===== config.mk =====
export PLATFORM = sky130hd
export DESIGN_NAME = hazard_scoreboard
export DESIGN_NICKNAME = d
export VERILOG_FILES = /design/src/rtl/mips_hazard_pkg.sv /design/src/rtl/hazard_reg_counter.sv /design/src/rtl/hazard_scoreboard.sv
export SDC_FILE = /design/constraint.sdc
export NUM_CORES = 1
export LEC_CHECK = 0
export BUFFER_PORTS_ARGS = -buffer_cell sky130_fd_sc_hd__buf_2
export CAP_MARGIN = 25
export CORE_MARGIN = 10
export CORE_UTILIZATION = 32
export CTS_CLUSTER_DIAMETER = 150
export DETAILED_ROUTE_END_ITERATION = 7
export GPL_ROUTABILITY_DRIVEN = 1
export PLACE_DENSITY = 0.48
export SYNTH_ARGS = -nofsm -noshare
export SYNTH_HDL_FRONTEND = slang
export SYNTH_HIERARCHICAL = 1
export SYNTH_SLANG_ARGS = --single-unit

===== constraint.sdc =====
create_clock -name ip_clk -period 3 [get_ports ip_clk]
set_clock_uncertainty 0.05 [all_clocks]
set_input_delay 0.45 -clock ip_clk [delete_from_list [all_inputs] [get_ports ip_clk]]
set_output_delay 0.45 -clock ip_clk [all_outputs]
set_load 0.02 [all_outputs]

===== src/rtl/mips_hazard_pkg.sv =====
// Shared types and constants for the ID-stage hazard scoreboard.
// lat_cnt_w sizes the per-register countdown so it can hold the longest latency.
package mips_hazard_pkg;

  localparam int DEF_NUM_REGS = 32;
  localparam int DEF_WB_LAT   = 2;
  localparam int DEF_LOAD_LAT = 1;

  typedef logic [$clog2(DEF_NUM_REGS)-1:0] reg_idx_t;

  function automatic int lat_cnt_w(input int wb_lat, input int load_lat);
    int max_lat;
    max_lat = (wb_lat > load_lat) ? wb_lat : load_lat;
    return (max_lat < 1) ? 1 : $clog2(max_lat + 1);
  endfunction

endpackage


===== src/rtl/hazard_reg_counter.sv =====
// Per-register countdown: cycles left until the pending result is readable.
// A new set only wins when it is longer than the decremented count (WAW keeps the longer wait).
module hazard_reg_counter #(
  parameter int CNT_W = 2
) (
  input  logic             ip_clk,
  input  logic             ip_rst,
  input  logic             ip_set_en,
  input  logic [CNT_W-1:0] ip_set_val,
  output logic             op_busy
);

  logic [CNT_W-1:0] count_q;
  logic [CNT_W-1:0] count_d;
  logic [CNT_W-1:0] dec_val;

  always_comb begin
    dec_val = (count_q == '0) ? '0 : count_q - CNT_W'(1);
    count_d = dec_val;
    if (ip_set_en && (ip_set_val > dec_val)) begin
      count_d = ip_set_val;
    end
  end

  always_ff @(posedge ip_clk) begin
    if (ip_rst) begin
      count_q <= '0;
    end else begin
      count_q <= count_d;
    end
  end

  assign op_busy = (count_q != '0);

endmodule


===== src/rtl/hazard_scoreboard.sv =====
// ID-stage hazard unit: per-register countdown scoreboard, source-match stall logic,
// issue qualification and a saturating stall-cycle statistics counter.
module hazard_scoreboard
  import mips_hazard_pkg::*;
#(
  parameter int NUM_REGS = DEF_NUM_REGS,
  parameter int NUM_SRC  = 2,
  parameter int FWD_EN   = 0,
  parameter int WB_LAT   = DEF_WB_LAT,
  parameter int LOAD_LAT = DEF_LOAD_LAT,
  parameter int STAT_W   = 32,
  localparam int REG_W   = $clog2(NUM_REGS)
) (
  input  logic                            ip_clk,
  input  logic                            ip_rst,
  input  logic                            ip_issue_valid,
  input  logic [NUM_SRC-1:0][REG_W-1:0]   ip_src_reg,
  input  logic [NUM_SRC-1:0]              ip_src_use,
  input  logic [REG_W-1:0]                ip_dest_reg,
  input  logic                            ip_RegWrite,
  input  logic                            ip_Lw,
  input  logic                            ip_hold,
  input  logic                            ip_flush,
  output logic                            op_stall,
  output logic [NUM_REGS-1:0]             op_busy_mask,
  output logic [STAT_W-1:0]               op_stall_cycles
);

  localparam int CNT_W = lat_cnt_w(WB_LAT, LOAD_LAT);

  logic [NUM_REGS-1:0] busy;
  logic                src_hit;
  logic                fire;
  logic [CNT_W-1:0]    lat;
  logic [STAT_W-1:0]   stall_cycles_q;
  logic [STAT_W-1:0]   stall_cycles_d;

  always_comb begin
    src_hit = 1'b0;
    for (int i = 0; i < NUM_SRC; i++) begin
      if (ip_src_use[i] && (ip_src_reg[i] != '0) && busy[ip_src_reg[i]]) begin
        src_hit = 1'b1;
      end
    end
  end

  assign op_stall = ip_issue_valid & src_hit;
  assign fire     = ip_issue_valid & ~op_stall & ~ip_hold & ~ip_flush;

  // With forwarding only loads leave a gap; ALU results are bypassed with latency 0.
  always_comb begin
    if (FWD_EN != 0) begin
      lat = ip_Lw ? CNT_W'(LOAD_LAT) : '0;
    end else begin
      lat = CNT_W'(WB_LAT);
    end
  end

  assign busy[0] = 1'b0;

  generate
    for (genvar gi = 1; gi < NUM_REGS; gi++) begin : g_reg
      hazard_reg_counter #(
        .CNT_W(CNT_W)
      ) u_cnt (
        .ip_clk    (ip_clk),
        .ip_rst    (ip_rst),
        .ip_set_en (fire & ip_RegWrite & (ip_dest_reg == REG_W'(gi))),
        .ip_set_val(lat),
        .op_busy   (busy[gi])
      );
    end
  endgenerate

  assign op_busy_mask = busy;

  always_comb begin
    stall_cycles_d = stall_cycles_q;
    if (op_stall && (stall_cycles_q != '1)) begin
      stall_cycles_d = stall_cycles_q + STAT_W'(1);
    end
  end

  always_ff @(posedge ip_clk) begin
    if (ip_rst) begin
      stall_cycles_q <= '0;
    end else begin
      stall_cycles_q <= stall_cycles_d;
    end
  end

  assign op_stall_cycles = stall_cycles_q;

endmodule

Word-level counts from Yosys, hierarchy flattened
Index checks and enable logic that the tools add are counted.
{"block": "op_classes", "n_addsub": 32, "n_lt_le_gt_ge": 33, "n_eq_ne": 32, "n_mux": 68, "n_bitwise": 39, "n_reduce_logical": 131}
{"op": "$mux 2", "count": 62}
{"op": "$eq 5x5->1 const B", "count": 16}
{"op": "$gt 2x2->1 const A", "count": 31}
{"op": "$logic_not 2->1", "count": 31}
{"op": "$reduce_bool 2->1", "count": 31}
{"op": "$reduce_or 2->1", "count": 31}
{"op": "$sub 2x1->2 const B", "count": 31}
{"op": "$eq 5x4->1 const B", "count": 8}
{"op": "$and 1x1->1", "count": 36}
{"op": "$logic_and 1x1->1", "count": 36}
{"op": "$add 32x1->32 const B", "count": 1}
{"op": "$ne 32x32->1 const B", "count": 1}
{"op": "$eq 5x3->1 const B", "count": 4}
{"op": "$lt 5x6->1 const B", "count": 2}
{"op": "$bmux 1 s5", "count": 2}
{"op": "$eq 5x2->1 const B", "count": 2}
{"op": "$reduce_bool 5->1", "count": 2}
{"op": "$eq 5x1->1 const B", "count": 1}
{"op": "$mux 1", "count": 4}
{"op": "$not 1->1", "count": 3}
{"block": "totals", "ff_bits": 94, "in_bits": 24, "output_inout_bits": 65, "elab_cells": 398}

Logic depth before layout (Yosys ltp)
Gate-level depths: netlist of the first run.
{"block": "depth", "ltp_word": 15, "ltp_mapped": 11, "mapped_depth_nobuf": 10}

Hierarchy
The synthesis of the first run kept the hierarchy.
{"module": "hazard_reg_counter", "n_inst": 31, "cells_each": 17, "area_each_um2": 152.6, "seq_area_each_um2": 40.0}
{"module": "hazard_scoreboard", "n_inst": 1, "cells_each": 310, "area_each_um2": 2514.9, "seq_area_each_um2": 640.6}

Least setup slack after synthesis of the first run
OpenSTA, ideal clock, no wires.
{"block": "synth_timing", "path_type": "register to register", "from": "register g_reg[31].u_cnt.count_q[1]", "to": "register g_reg[21].u_cnt.count_q[1]", "setup_time_ns": 0.121, "arrival_ns": 3.067, "required_time_ns": 2.829, "slack_ns": -0.238, "stages_incl_launch_ff": 11, "path_buffers": 1, "period_less_slack_ns": 3.238, "path_cell_list": "dfxtp_1 -> or2_2 -> mux4_2 -> mux4_2 -> o22a_1 -> a22o_1 -> or3_1 -> buf_2 -> nor2_1 -> o211a_1 -> mux2_4"}
{"block": "synth_between", "elab_chain_len": 15, "word_cells_on_any_way": 18, "classes_between": "7 x mux; 7 x bitwise; 4 x reduce/logical"}
{"element": "start, declared", "line_no": "hazard_reg_counter.sv:13", "text": "logic [CNT_W-1:0] count_q;"}
{"element": "start signal, assigned", "line_no": "hazard_reg_counter.sv:29", "text": "count_q <= count_d;"}
{"element": "$reduce_bool 2->1 *", "line_no": "hazard_reg_counter.sv:33", "text": "assign op_busy = (count_q != '0);"}
{"element": "via op_busy_mask[31]", "line_no": "hazard_scoreboard.sv:25", "text": "output logic [NUM_REGS-1:0] op_busy_mask,"}
{"element": "$bmux 1 s5", "line_no": "hazard_scoreboard.sv:41", "text": "if (ip_src_use[i] && (ip_src_reg[i] != '0) && busy[ip_src_reg[i]]) begin"}
{"element": "$mux 1 (not written as such)", "line_no": "hazard_scoreboard.sv:41"}
{"element": "$logic_and 1x1->1", "line_no": "hazard_scoreboard.sv:41"}
{"element": "$mux 1", "line_no": "hazard_scoreboard.sv:41"}
{"element": "$mux 1 *", "line_no": "hazard_scoreboard.sv:41"}
{"element": "$and 1x1->1 *", "line_no": "hazard_scoreboard.sv:47", "text": "assign op_stall = ip_issue_valid & src_hit;"}
{"element": "$not 1->1 *", "line_no": "hazard_scoreboard.sv:48", "text": "assign fire = ip_issue_valid & ~op_stall & ~ip_hold & ~ip_flush;"}
{"element": "$and 1x1->1 * (3 in series)", "line_no": "hazard_scoreboard.sv:48"}
{"element": "$and 1x1->1 * (2 in series)", "line_no": "hazard_scoreboard.sv:68", "text": ".ip_set_en (fire & ip_RegWrite & (ip_dest_reg == REG_W'(gi))),"}
{"element": "$logic_and 1x1->1 *", "line_no": "hazard_reg_counter.sv:20", "text": "if (ip_set_en && (ip_set_val > dec_val)) begin"}
{"element": "$mux 2 *", "line_no": "hazard_reg_counter.sv:20"}
{"element": "end signal, assigned", "line_no": "hazard_reg_counter.sv:29"}
{"element": "end, declared", "line_no": "hazard_reg_counter.sv:13"}
Mark *: on every way through the listed nets, which the timed path passes. The rest lies on a longest branch. The select of a mux whose other input is x is not followed.
A chain may end at the register's enable or synchronous reset.

Worst setup path after layout of the first run
{"block": "layout_timing", "from": "register g_reg[21].u_cnt.count_q[0]", "to": "register g_reg[25].u_cnt.count_q[1]"}
{"block": "layout_between", "elab_chain_len": 15, "word_cells_on_any_way": 18, "classes_between": "7 x mux; 7 x bitwise; 4 x reduce/logical"}
{"element": "$reduce_bool 2->1 *", "line_no": "hazard_reg_counter.sv:33"}
{"element": "$bmux 1 s5", "line_no": "hazard_scoreboard.sv:41"}
{"element": "$mux 1 (not written as such)", "line_no": "hazard_scoreboard.sv:41"}
{"element": "$logic_and 1x1->1", "line_no": "hazard_scoreboard.sv:41"}
{"element": "$mux 1", "line_no": "hazard_scoreboard.sv:41"}
{"element": "$mux 1 *", "line_no": "hazard_scoreboard.sv:41"}
{"element": "$and 1x1->1 *", "line_no": "hazard_scoreboard.sv:47"}
{"element": "$not 1->1 *", "line_no": "hazard_scoreboard.sv:48"}
{"element": "$and 1x1->1 * (3 in series)", "line_no": "hazard_scoreboard.sv:48"}
{"element": "$and 1x1->1 * (2 in series)", "line_no": "hazard_scoreboard.sv:68"}
{"element": "$logic_and 1x1->1 *", "line_no": "hazard_reg_counter.sv:20"}
{"element": "$mux 2 *", "line_no": "hazard_reg_counter.sv:20"}
{"element": "end signal, assigned", "line_no": "hazard_reg_counter.sv:29"}
{"element": "end, declared", "line_no": "hazard_reg_counter.sv:13"}
Mark *: on every way between the ends. The rest lies on a longest branch, timed or not. The select of a mux whose other input is x is not followed.

==> key figures, run 1 <==
Run
  – Max-Cap Viols: 0

Worst setup path
  – Worst-path fanout max: 5
  – Reg-to-Reg End: g_reg[25].u_cnt/count_q[1]
  – Critical path's top delay family: multiplexers
  – Critical Path AT: 3.49 ns
  – Crit Path Class: flip-flop to flip-flop
  – Slowest cell on the critical path: mux4_2
  – CP most frequent cell: mux4_2
  – Max stage delay on crit path: 0.48 ns
  – Critical path buffers and inverters: 1
  – Worst-path cell chain: or2_4 > mux4_2 > mux4_2 > o22a_1 > a22o_4 > or3_4 > buf_8 > nor2_2 > o211a_1 > mux2_4
  – Reg2Reg Depth: 10
  – Startpoint types: flip-flop
  – CP Data Required Time: 3.19 ns
  – CP endpoint kind: flip-flop
  – Worst r2r src: g_reg[21].u_cnt/count_q[0]
  – R2r setup slk: -0.30 ns

Clock tree
  – CTS buffer count: 9
  – CTS tree: built
  – Clk root buf: clkbuf_16
  – CTS HTree Levels: 3
  – Cts hold-fix bufs: 0
  – Clock Sinks: 94
  – Clock Latency Late Sink: 0.36 ns
  – CTS clk-pin slew, worst paths: 0.08 ns
  – Clock buffer depth: 2

Route
  – Vias: 6,690
  – ANT nets after route: 0
  – DRT iter0 DRCs: 306
  – Wirelength, routed: 20,500 um
  – Drc violations: 0
  – Via/cell ratio: 4.47
  – First-pass iteration count of the detailed router: 4
  – Routed len/inst: 13.7 um

Power
  – Switching power: 0.000772 W
  – Sw frac: 27.0%
  – Reg power frac: 43.8%
  – VDD IR max: 0.224 mV
  – Power Internal: 0.00208 W
  – Combinational power share: 13.7%
  – Lkg Pwr: 5.01 nW
  – Clock network power share: 42.5%
  – PD cells: 271 nW/um^2

Placed design
  – Hpwl dp: 16,200 um
  – Setup WS pre-CTS: -0.507 ns
  – IO buf count: 86
  – Final Wtd Congestion: 0.784

Global routing
  – Via count of the first global-routing pass: 6,608
  – Largest net degree at the start of global routing: 47
  – Antenna violations before repair: 0
  – GRT Util Overall: 14.2%
  – First-pass GRT wire length: 33,200 um
  – Total gr overflow: 0

Logic synthesis
  – Avg Cell Area, Syn: 8.66 sq um
  – Synthesis Warnings: 6
  – Synthesized area: 7250 sq um
  – Post-synth ARST share: 0%
  – Seq/Total Area, Yosys: 26.0%
  – Yosys top cell area share: 26.0%
  – Synth Flop Type: dfxtp_1
  – Flops & latches, synth: 94
  – Area contributors post-synth: dfxtp_1, ha_1, nor2b_1
  – Cell taking the most area after synthesis: dfxtp_1
  – Post-synth EDFFs: 0
  – Yosys cell types: 55
  – Cells after Synth: 837

Cells and area
  – Filler cell count: 2,228
  – Final nets: 1,295
  – Footprint of the multi-input gates: 5910 sq um
  – Most common cell after layout, fill and taps aside: buf_4
  – Syn-to-layout area delta: 45.3%
  – Diode count: 0
  – Reg area: 1890 sq um
  – Layout cell share with drive strength beyond 1: 33.9%
  – Most frequent cells in the layout: buf_4, conb_1, nor2b_1

STA
  – Slack of the critical path: -0.304 ns
  – Endpoints failing setup: 62
  – Hold Fails Final Rpt: 0
  – Hold Slack: 0.454 ns
  – Final slew viol count: 0
  – Tmin final: 3.30 ns
  – Slew headroom: 60.5%
  – Final worst path period share: 110%
  – Fmax: 303 MHz
  – Worst Tran Pin Value: 0.591 ns
  – Unrepaired setup endpoints after global routing: true

Floorplanning
  – Initial Util: 32.3%
  – Ports: 89
  – Die X-Extent: 170 um
  – Core area: 22,400 sq um
  – Standard-cell rows: 55
  – Die Y: 170 um
  – Full die area: 29,100 sq um

Run status
  – Violated checks: setup timing
  – Status: complete, but fails checks

Worst hold path
  – Hold Crit Start: op_stall_cycles[20]
  – Min-Delay Endpoint: op_stall_cycles[20]
  – WHS Path Cells: 2
  – Worst Hold Class: flip-flop to flip-flop
state kept, by name, indices dropped and copies added, names as in the netlist:
name / flops
g.u_cnt/count_q: 62
op_stall_cycles: 32
power groups by stage:
stage / registers, W / logic [W] / clock network (W)
2_1_floorplan: 0.00128 / 0.000201 / 0
5_1_grt: 0.00125 / 0.000442 / 0.00131
4_1_cts: 0.00125 / 0.000350 / 0.00126
3_3_place_gp: 0.00128 / 0.000325 / 0
3_5_place_dp: 0.00128 / 0.000328 / 0
6_report: 0.00125 / 0.000392 / 0.00121
Yosys cell counts (2+ instances only):
cell	instances
nor2b_1	99
dfxtp_1	94
nand2_1	81
nor2_1	70
ha_1	63
nand2b_1	62
inv_1	43
mux2i_1	37
or2_2	32
mux2_4	31
o211a_1	31
a21oi_1	27
nand3_1	15
mux4_2	14
nand4_1	13
or4_1	11
o31ai_1	10
or3_1	10
clkbuf_1	9
buf_2	8
nor4_1	8
and3_1	7
o21ai_1	7
mux2_2	5
xnor2_1	5
and2_1	4
nor3b_1	3
o41ai_1	3
a211oi_1	2
a31oi_1	2
buf_4	2
buf_6	2
conb_1	2
nand3b_1	2
nor3_1	2
o21ba_2	2
how the worst max path moves through the flow:
| stage | start | to | slack (ns) | cells after the start |
|---|---|---|---|---|
| floorplan | ip_src_reg[1] | g_reg[21].u_cnt/count_q[1] | -0.15 | 10 |
| global placement | ip_src_reg[1] | g_reg[31].u_cnt/count_q[1] | -0.48 | 10 |
| detailed placement | ip_src_reg[1] | g_reg[10].u_cnt/count_q[1] | -0.51 | 10 |
| CTS | g_reg[31].u_cnt/count_q[0] | g_reg[2].u_cnt/count_q[1] | -0.33 | 10 |
| global route | g_reg[31].u_cnt/count_q[0] | g_reg[10].u_cnt/count_q[1] | -0.40 | 10 |
| finish | g_reg[21].u_cnt/count_q[0] | g_reg[25].u_cnt/count_q[1] | -0.30 | 10 |
routing by layer:
metal	up-vias	routed length, um	GRT usage, %
li1	3548	-	-
met1	3018	9400	17.3
met2	103	9810	24.4
met3	21	943	3.13
met4	0	354	4.23
met5	-	0	0
stage by stage:
| step | instance area [sq um] | power, W | util, % | std cells | setup TNS [ns] |
|---|---|---|---|---|---|
| floorplan | 7790 | 0.00148 | - | 960 | -3.34 |
| global placement | 9630 | 0.00161 | 42.9 | 1462 | -22.66 |
| detailed placement | 9630 | 0.00161 | 42.9 | 1462 | -24.01 |
| CTS | 10200 | 0.00286 | 45.4 | 1489 | -13.50 |
| global route | 10500 | 0.00300 | 46.9 | 1498 | -19.39 |
| finish | 10500 | 0.00286 | 46.9 | 1498 | -12.08 |
logic make-up (layout without fill, tap and decap cells):
| kind of cell | count (synthesis) | count (layout) | synth area share (%) |
|---|---|---|---|
| mux | 87 | 87 | 16.7 |
| simple gates | 426 | 426 | 31.8 |
| buf+inv | 64 | 317 | 3.76 |
| fa+ha+maj | 63 | 63 | 10.9 |
| flops | 94 | 94 | 26.0 |
| xor+xnor | 5 | 5 | 0.604 |
| other cells | 2 | 125 | 0.104 |
| compound gates | 96 | 96 | 10.2 |
cell type report:
| type | instances | share of cell area (%) |
|---|---|---|
| multi-input combinational | 802 | 56.1 |
| tap | 285 | 3.39 |
| clock inverter | 7 | 0.689 |
| clock buffer | 9 | 2.14 |
| sequential | 94 | 17.9 |
| timing repair buffer | 258 | 18.2 |
| inverter | 43 | 1.53 |
worst reg2reg max path, cell delays in order (launching register included):
cell	delay, ns
dfxtp_1	0.32
or2_4	0.27
mux4_2	0.45
mux4_2	0.48
o22a_1	0.25
a22o_4	0.28
or3_4	0.35
buf_8	0.16
nor2_2	0.10
o211a_1	0.19
mux2_4	0.30
what timing repair did:
| item | in CTS | in global routing |
|---|---|---|
| gates cloned | 0 | 2 |
| pin swaps | 28 | 37 |
| resized for setup | 37 | 65 |
| buffers inserted | 16 | 12 |
| setup endpoints to repair | 63 | 65 |
| hold endpoints to repair | 0 | 0 |
No activity file was read; power rests on OpenSTA's default activity.
==> inputs of run 2 (changes only) <==
- ABC_AREA: default -> 1
- PLACE_DENSITY: 0.48 -> 0.47
==> run 2 against run 1 <==
The flow now finishes without violations. Critical path depth grew 8. Largest power group unchanged. First-iteration DRC count increased by 27%. Critical endpoint is now g_reg[6].u_cnt/count_q[0]. Clock power about the same. Critical path type unchanged.
==> key figures, run 2 <==
Cells and area
  – Max reg flops: 62
  – Most frequent cells in the layout: nand2_1, inv_1, nor2_1
  – Biggest register: g.u_cnt/count_q
  – Syn-to-layout area delta: 16.5%
  – Most common cell after layout, fill and taps aside: nand2_1
  – Layout cell share with drive strength beyond 1: 13.6%
  – Filler cell count: 2,935
  – Final cell count without fillers: 1,967
  – Final nets: 1,710

Power
  – Reg power frac: 43.4%
  – Switching power: 0.000862 W
  – Sw frac: 29.8%
  – Lkg Pwr: 5.33 nW
  – VDD IR max: 0.297 mV
  – PD cells: 294 nW/um^2
  – Combinational power share: 14.1%
  – Clock network power share: 42.6%
  – Power Internal: 0.00204 W

Clock tree
  – Clock Latency Late Sink: 0.36 ns
  – Cts hold-fix bufs: 0
  – CTS HTree Levels: 3
  – Clock buffer depth: 2
  – CTS buffer count: 9
  – Post-CTS setup buffer count: 0
  – CTS tree: built
  – Clock Sinks: 94
  – CTS clk-pin slew, worst paths: 0.08 ns
  – Post_cts resized: 0
  – Clk root buf: clkbuf_16

Run
  – Max-Cap Viols: 0

Logic synthesis
  – Post-synth EDFFs: 0
  – Flops & latches, synth: 94
  – Synthesis Warnings: 6
  – Area contributors post-synth: dfxtp_1, nand2_1, inv_1
  – Post-synth ARST share: 0%
  – Synth Flop Type: dfxtp_1
  – Cells after Synth: 1,451
  – Yosys top cell area share: 22.2%
  – Most frequent cell after synthesis: nand2_1
  – Yosys cell types: 37
  – Avg Cell Area, Syn: 5.83 sq um
  – Seq/Total Area, Yosys: 22.2%
  – Cell taking the most area after synthesis: dfxtp_1
  – Commonest cells post-synth: nand2_1, inv_1, nor2_1, nand3_1, dfxtp_1
  – Synthesized area: 8460 sq um

Floorplanning
  – Full die area: 33,400 sq um
  – Standard-cell rows: 59
  – Initial Util: 32.5%
  – Core area: 26,100 sq um
  – Die Y: 183 um
  – Die X-Extent: 183 um
  – Ports: 89

STA
  – Final slew viol count: 0
  – Worst Tran Pin Value: 0.580 ns
  – Slack of the critical path: 0.478 ns
  – Final worst path period share: 84.1%
  – Fmax: 397 MHz
  – Endpoints failing setup: 0
  – Hold Fails Final Rpt: 0
  – Tmin final: 2.52 ns
  – Setup TNS: 0 ns
  – Slew headroom: 61.3%
  – Unrepaired setup endpoints after global routing: false

Placed design
  – Post-Place Cells: 1,947
  – Hpwl dp: 18,000 um
  – Final Wtd Congestion: 0.864
  – Setup WS pre-CTS: 0.190 ns
  – IO buf count: 86

Worst hold path
  – Hold Crit Start: op_stall_cycles[29]
  – Worst Hold Class: flip-flop to flip-flop

Route
  – First-pass iteration count of the detailed router: 6
  – Via/cell ratio: 4.28
  – Routed len/inst: 11.4 um
  – Wirelength, routed: 22,500 um
  – ANT nets after route: 0
  – Drc violations: 0
  – Vias: 8,409
  – DRT iter0 DRCs: 390

Global routing
  – Total gr overflow: 0
  – Antenna violations before repair: 5
  – Largest net degree at the start of global routing: 59
  – GRT Util Overall: 13.6%
  – First-pass GRT wire length: 37,700 um
  – Via count of the first global-routing pass: 7,795

Worst setup path
  – Startpoint types: flip-flop
  – CP startpoint: g_reg[19].u_cnt/count_q[1]
  – Worst r2r src: g_reg[19].u_cnt/count_q[1]
  – CP Data Required Time: 3.21 ns
  – Crit Path Class: flip-flop to flip-flop
  – CP endpoint kind: flip-flop
  – R2r setup slk: 0.48 ns
  – Worst-path fanout max: 8
  – Critical Path AT: 2.73 ns

Run status
  – Status: finished clean
[run 2: changes by cell type after synthesis, sizes merged, moves of 28 or more]
| cell | change |
|---|---|
| o211a | -31 |
| inv | +328 |
| mux2 | -36 |
| a21oi | +69 |
| mux2i | -37 |
| nand2 | +265 |
| nor2b | -99 |
| nand4 | +28 |
| nand2b | -62 |
| nand3 | +136 |
| nor2 | +120 |
[run 2: cell type report]
type,instances,area (sq um),share of cell area (%)
repair buffers,98,533,5.40
well taps,335,419,4.25
clock inverters,7,80.1,0.812
inverters,372,1400,14.2
multi-input cells,1048,5320,53.9
clock buffers,9,225,2.28
flip-flops and latches,94,1880,19.1
diodes,4,10.0,0.101
[run 2: path summary, 6_finish.rpt]
kind / end / depth (start not counted)
max: g_reg[6].u_cnt/count_q[0] / 18
min: op_stall_cycles[29] / 2
max reg2reg: g_reg[6].u_cnt/count_q[0] / 18
min reg2reg: op_stall_cycles[29] / 2
[run 2: power by group through the flow]
| stage | Combinational [W] | Clock (W) | Sequential, W |
|---|---|---|---|
| floorplan | 0.000326 | 0 | 0.00129 |
| global placement | 0.000403 | 0 | 0.00129 |
| detailed placement | 0.000405 | 0 | 0.00129 |
| CTS | 0.000407 | 0.00129 | 0.00126 |
| global route | 0.000478 | 0.00133 | 0.00126 |
| finish | 0.000407 | 0.00123 | 0.00126 |
[run 2: cells by family (layout without fill, tap and decap cells)]
| logic type | count (synthesis) | in the layout | synth area share, % |
|---|---|---|---|
| AND/OR/NAND/NOR | 785 | 785 | 41.4 |
| buffers and inverters | 401 | 486 | 19.0 |
| AO/OA/AOI/OAI | 103 | 103 | 7.58 |
| flip-flops | 94 | 94 | 22.2 |
| adder cells (fa/ha/maj) | 63 | 63 | 9.31 |
| XOR/XNOR | 3 | 3 | 0.310 |
| other | 2 | 98 | 0.0887 |
[run 2: worst max-delay path, stage by stage (launching register included)]
cell	delay (ns)
dfxtp_1	0.32
or2_1	0.28
inv_1	0.11
nand2_1	0.06
nand4_1	0.09
nand3_1	0.08
nor2_1	0.11
nand2_1	0.07
nand3_1	0.13
nand2_4	0.07
inv_2	0.10
nand3b_4	0.17
buf_4	0.21
nor2_1	0.12
inv_1	0.08
a21oi_2	0.17
nand3_1	0.09
nand2_1	0.06
nor2_1	0.03
[run 2: layer usage]
metal	wire (um)	part of all wire [%]	GRT usage, %	vias up
li1	-	-	-	4677
met1	10500	47	16.8	3583
met2	10500	47	23.0	121
met3	1060	4.7	3.28	26
met4	400	1.8	3.87	2
met5	13	0.058	0	-
[run 2: stage by stage]
step / total power (W) / hold WS, ns / area (sq um) / utilization, %
floorplan: 0.00161 / 0.510 / 8810 / -
global placement: 0.00169 / 0.447 / 9550 / 36.6
detailed placement: 0.00169 / 0.441 / 9550 / 36.6
CTS: 0.00295 / 0.453 / 9850 / 37.8
global route: 0.00307 / 0.501 / 9860 / 37.8
finish: 0.00290 / 0.451 / 9860 / 37.9
==> inputs of run 3 (changes only) <==
- clock period: 3 -> 2.3 ns (I/O delays scaled with it)
==> run 3 against run 2 <==
The run now ends with setup timing left. Worst hold slack worse by 0.13 ns. Sequential power is 30% higher. Global-route usage is 0.35 points higher. Power is 33% higher. Combinational power is 52% higher. Sequential share of layout area is 2.6 points lower. Non-clock buffer count is 132 higher. Largest cell class unchanged.
==> key figures, run 3 (synthesis gave the netlist of run 2 again) <==
Route
  – First-pass iteration count of the detailed router: 4
  – DRT iter0 DRCs: 403
  – Via/cell ratio: 4.24
  – Vias: 8,893
  – ANT nets after route: 0
  – Drc violations: 0
  – Routed len/inst: 11.2 um
  – Wirelength, routed: 23,400 um

Cells and area
  – Final nets: 1,843
  – Biggest register: g.u_cnt/count_q
  – Most frequent cells in the layout: nand2_1, inv_1, nand3_1
  – Final cell count without fillers: 2,095
  – Max reg flops: 62
  – Syn-to-layout area delta: 35.3%
  – Diode count: 0
  – Filler cell count: 2,818
  – Layout cell share with drive strength beyond 1: 26.4%
  – Most common cell after layout, fill and taps aside: nand2_1

Clock tree
  – Clock Latency Late Sink: 0.36 ns
  – CTS buffer count: 9
  – Clk root buf: clkbuf_16
  – Cts hold-fix bufs: 0
  – Clock buffer depth: 2
  – CTS clk-pin slew, worst paths: 0.07 ns
  – CTS tree: built
  – Clock Sinks: 94
  – CTS HTree Levels: 3

STA
  – Unrepaired setup endpoints after global routing: true
  – Tmin final: 2.35 ns
  – Hold Fails Final Rpt: 0
  – Slew headroom: 59.5%
  – Fmax: 426 MHz
  – Endpoints failing setup: 13
  – Slack of the critical path: -0.0466 ns
  – Final worst path period share: 102%
  – Final slew viol count: 0
  – Worst Tran Pin Value: 0.607 ns

Power
  – VDD IR max: 0.313 mV
  – PD cells: 337 nW/um^2
  – Lkg Pwr: 6.19 nW

Worst setup path
  – Reg2Reg Depth: 18
  – Crit Path Class: flip-flop to flip-flop
  – Max stage delay on crit path: 0.31 ns
  – CP endpoint kind: flip-flop
  – Worst r2r src: g_reg[13].u_cnt/count_q[1]
  – CP most frequent cell: nand3_1
  – Startpoint types: flip-flop
  – Worst-path fanout max: 8
  – R2r setup slk: -0.05 ns
  – Slowest cell on the critical path: dfxtp_1
  – Critical Path AT: 2.54 ns
  – CP Data Required Time: 2.50 ns
  – Reg-to-Reg End: g_reg[31].u_cnt/count_q[0]
  – Worst-path cell chain: or2_4 > inv_1 > nand2_1 > nand3_1 > nand3_1 > nand3_1 > nand3_1 > nand3_2 > nand2_4 > inv_8 > buf_4 > nand3_4 > nor2_1 > inv_1 > a21oi_4 > nand3_1 > nand2_1 > nor2_1

Floorplanning
  – Standard-cell rows: 59
  – Initial Util: 32.5%
  – Full die area: 33,400 sq um
  – Die X-Extent: 183 um
  – Die Y: 183 um
  – Ports: 89
  – Core area: 26,100 sq um

Global routing
  – GRT Util Overall: 14.0%
  – Largest net degree at the start of global routing: 59
  – Antenna violations before repair: 1
  – First-pass GRT wire length: 38,900 um
  – Via count of the first global-routing pass: 8,299
  – Total gr overflow: 0

Worst hold path
  – Worst Hold Class: input port to flip-flop
  – Min-Delay Endpoint: g_reg[18].u_cnt/count_q[0]
  – WHS Path Cells: 4
  – Hold Crit Start: ip_rst

Run status
  – Violated checks: setup timing
  – Status: complete, but fails checks

Placed design
  – Setup WS pre-CTS: -0.237 ns
  – IO buf count: 86
  – Final Wtd Congestion: 0.869
  – Hpwl dp: 18,300 um
  – Post-Place Cells: 2,051

Run
  – Max-Cap Viols: 0
run 3: cell types whose count changed in the layout (fill, tap and decap cells not counted), sizes merged:
cell / previous run / this run
buf: 98 / 229
diode: 4 / 0
clkbuf: 9 / 11
clkinvlp: 1 / 0
inv: 374 / 373
nand3: 151 / 152
run 3: worst max-delay path by stage:
stage | from | to | cells past startpoint
after CTS | g_reg[2].u_cnt/count_q[0] | op_stall | 15
after detailed placement | ip_src_reg[5] | g_reg[24].u_cnt/count_q[0] | 19
after global placement | ip_src_reg[5] | g_reg[20].u_cnt/count_q[0] | 19
after global routing | g_reg[6].u_cnt/count_q[1] | g_reg[25].u_cnt/count_q[0] | 20
final | g_reg[13].u_cnt/count_q[1] | g_reg[31].u_cnt/count_q[0] | 18
after floorplan | g_reg[3].u_cnt/count_q[1] | g_reg[7].u_cnt/count_q[0] | 20
run 3: timing repair:
item / CTS / global route
pin swaps: 10 / 57
gates cloned: 1 / 1
gates resized for setup: 28 / 141
buffers inserted: 11 / 16
endpoints found under the setup margin: 62 / 94
run 3: per-layer routing:
metal / GRT usage (%) / wire length, um / vias to the layer above
li1: - / - / 4941
met1: 17.0 / 10800 / 3841
met2: 24.8 / 11600 / 94
met3: 2.31 / 723 / 17
met4: 3.51 / 310 / 0
met5: 0 / 0 / -
run 3: critical path, delay by kind of cell, from the launching register on:
family                 cells  cell delay, ns
AO/OA/AOI/OAI              1            0.15
buffers and inverters      4            0.37
flip-flops                 1            0.31
AND/OR/NAND/NOR           13            1.36
run 3: power breakdown:
| group | switching (W) | internal (W) |
|---|---|---|
| clock | 0.000713 | 0.000884 |
| combinational | 0.000411 | 0.000206 |
| sequential | 0.00000703 | 0.00163 |
| total | 0.00113 | 0.00272 |
run 3: final cells by class:
type	instances	area, sq um	share of cell area, %
Clock buffer	10	239	2.09
Sequential cell	94	1890	16.5
Timing Repair Buffer	230	1620	14.1
Clock inverter	5	67.6	0.590
Inverter	372	1410	12.3
Multi-Input combinational cell	1049	5810	50.8
Tap cell	335	419	3.66
run 3: per-stage QoR:
| step | hold WS (ns) | TNS (ns) | utilization [%] | total power, W | instance area (sq um) |
|---|---|---|---|---|---|
| 4_1_cts | 0.320 | -0.446 | 41.5 | 0.00388 | 10800 |
| 3_3_place_gp | 0.445 | -9.82 | 39.7 | 0.00222 | 10300 |
| 6_report | 0.323 | -0.313 | 43.9 | 0.00385 | 11500 |
| 2_1_floorplan | 0.451 | 0 | - | 0.00211 | 8810 |
| 5_1_grt | 0.354 | -8.93 | 43.9 | 0.00408 | 11500 |
| 3_5_place_dp | 0.446 | -9.91 | 39.7 | 0.00222 | 10300 |
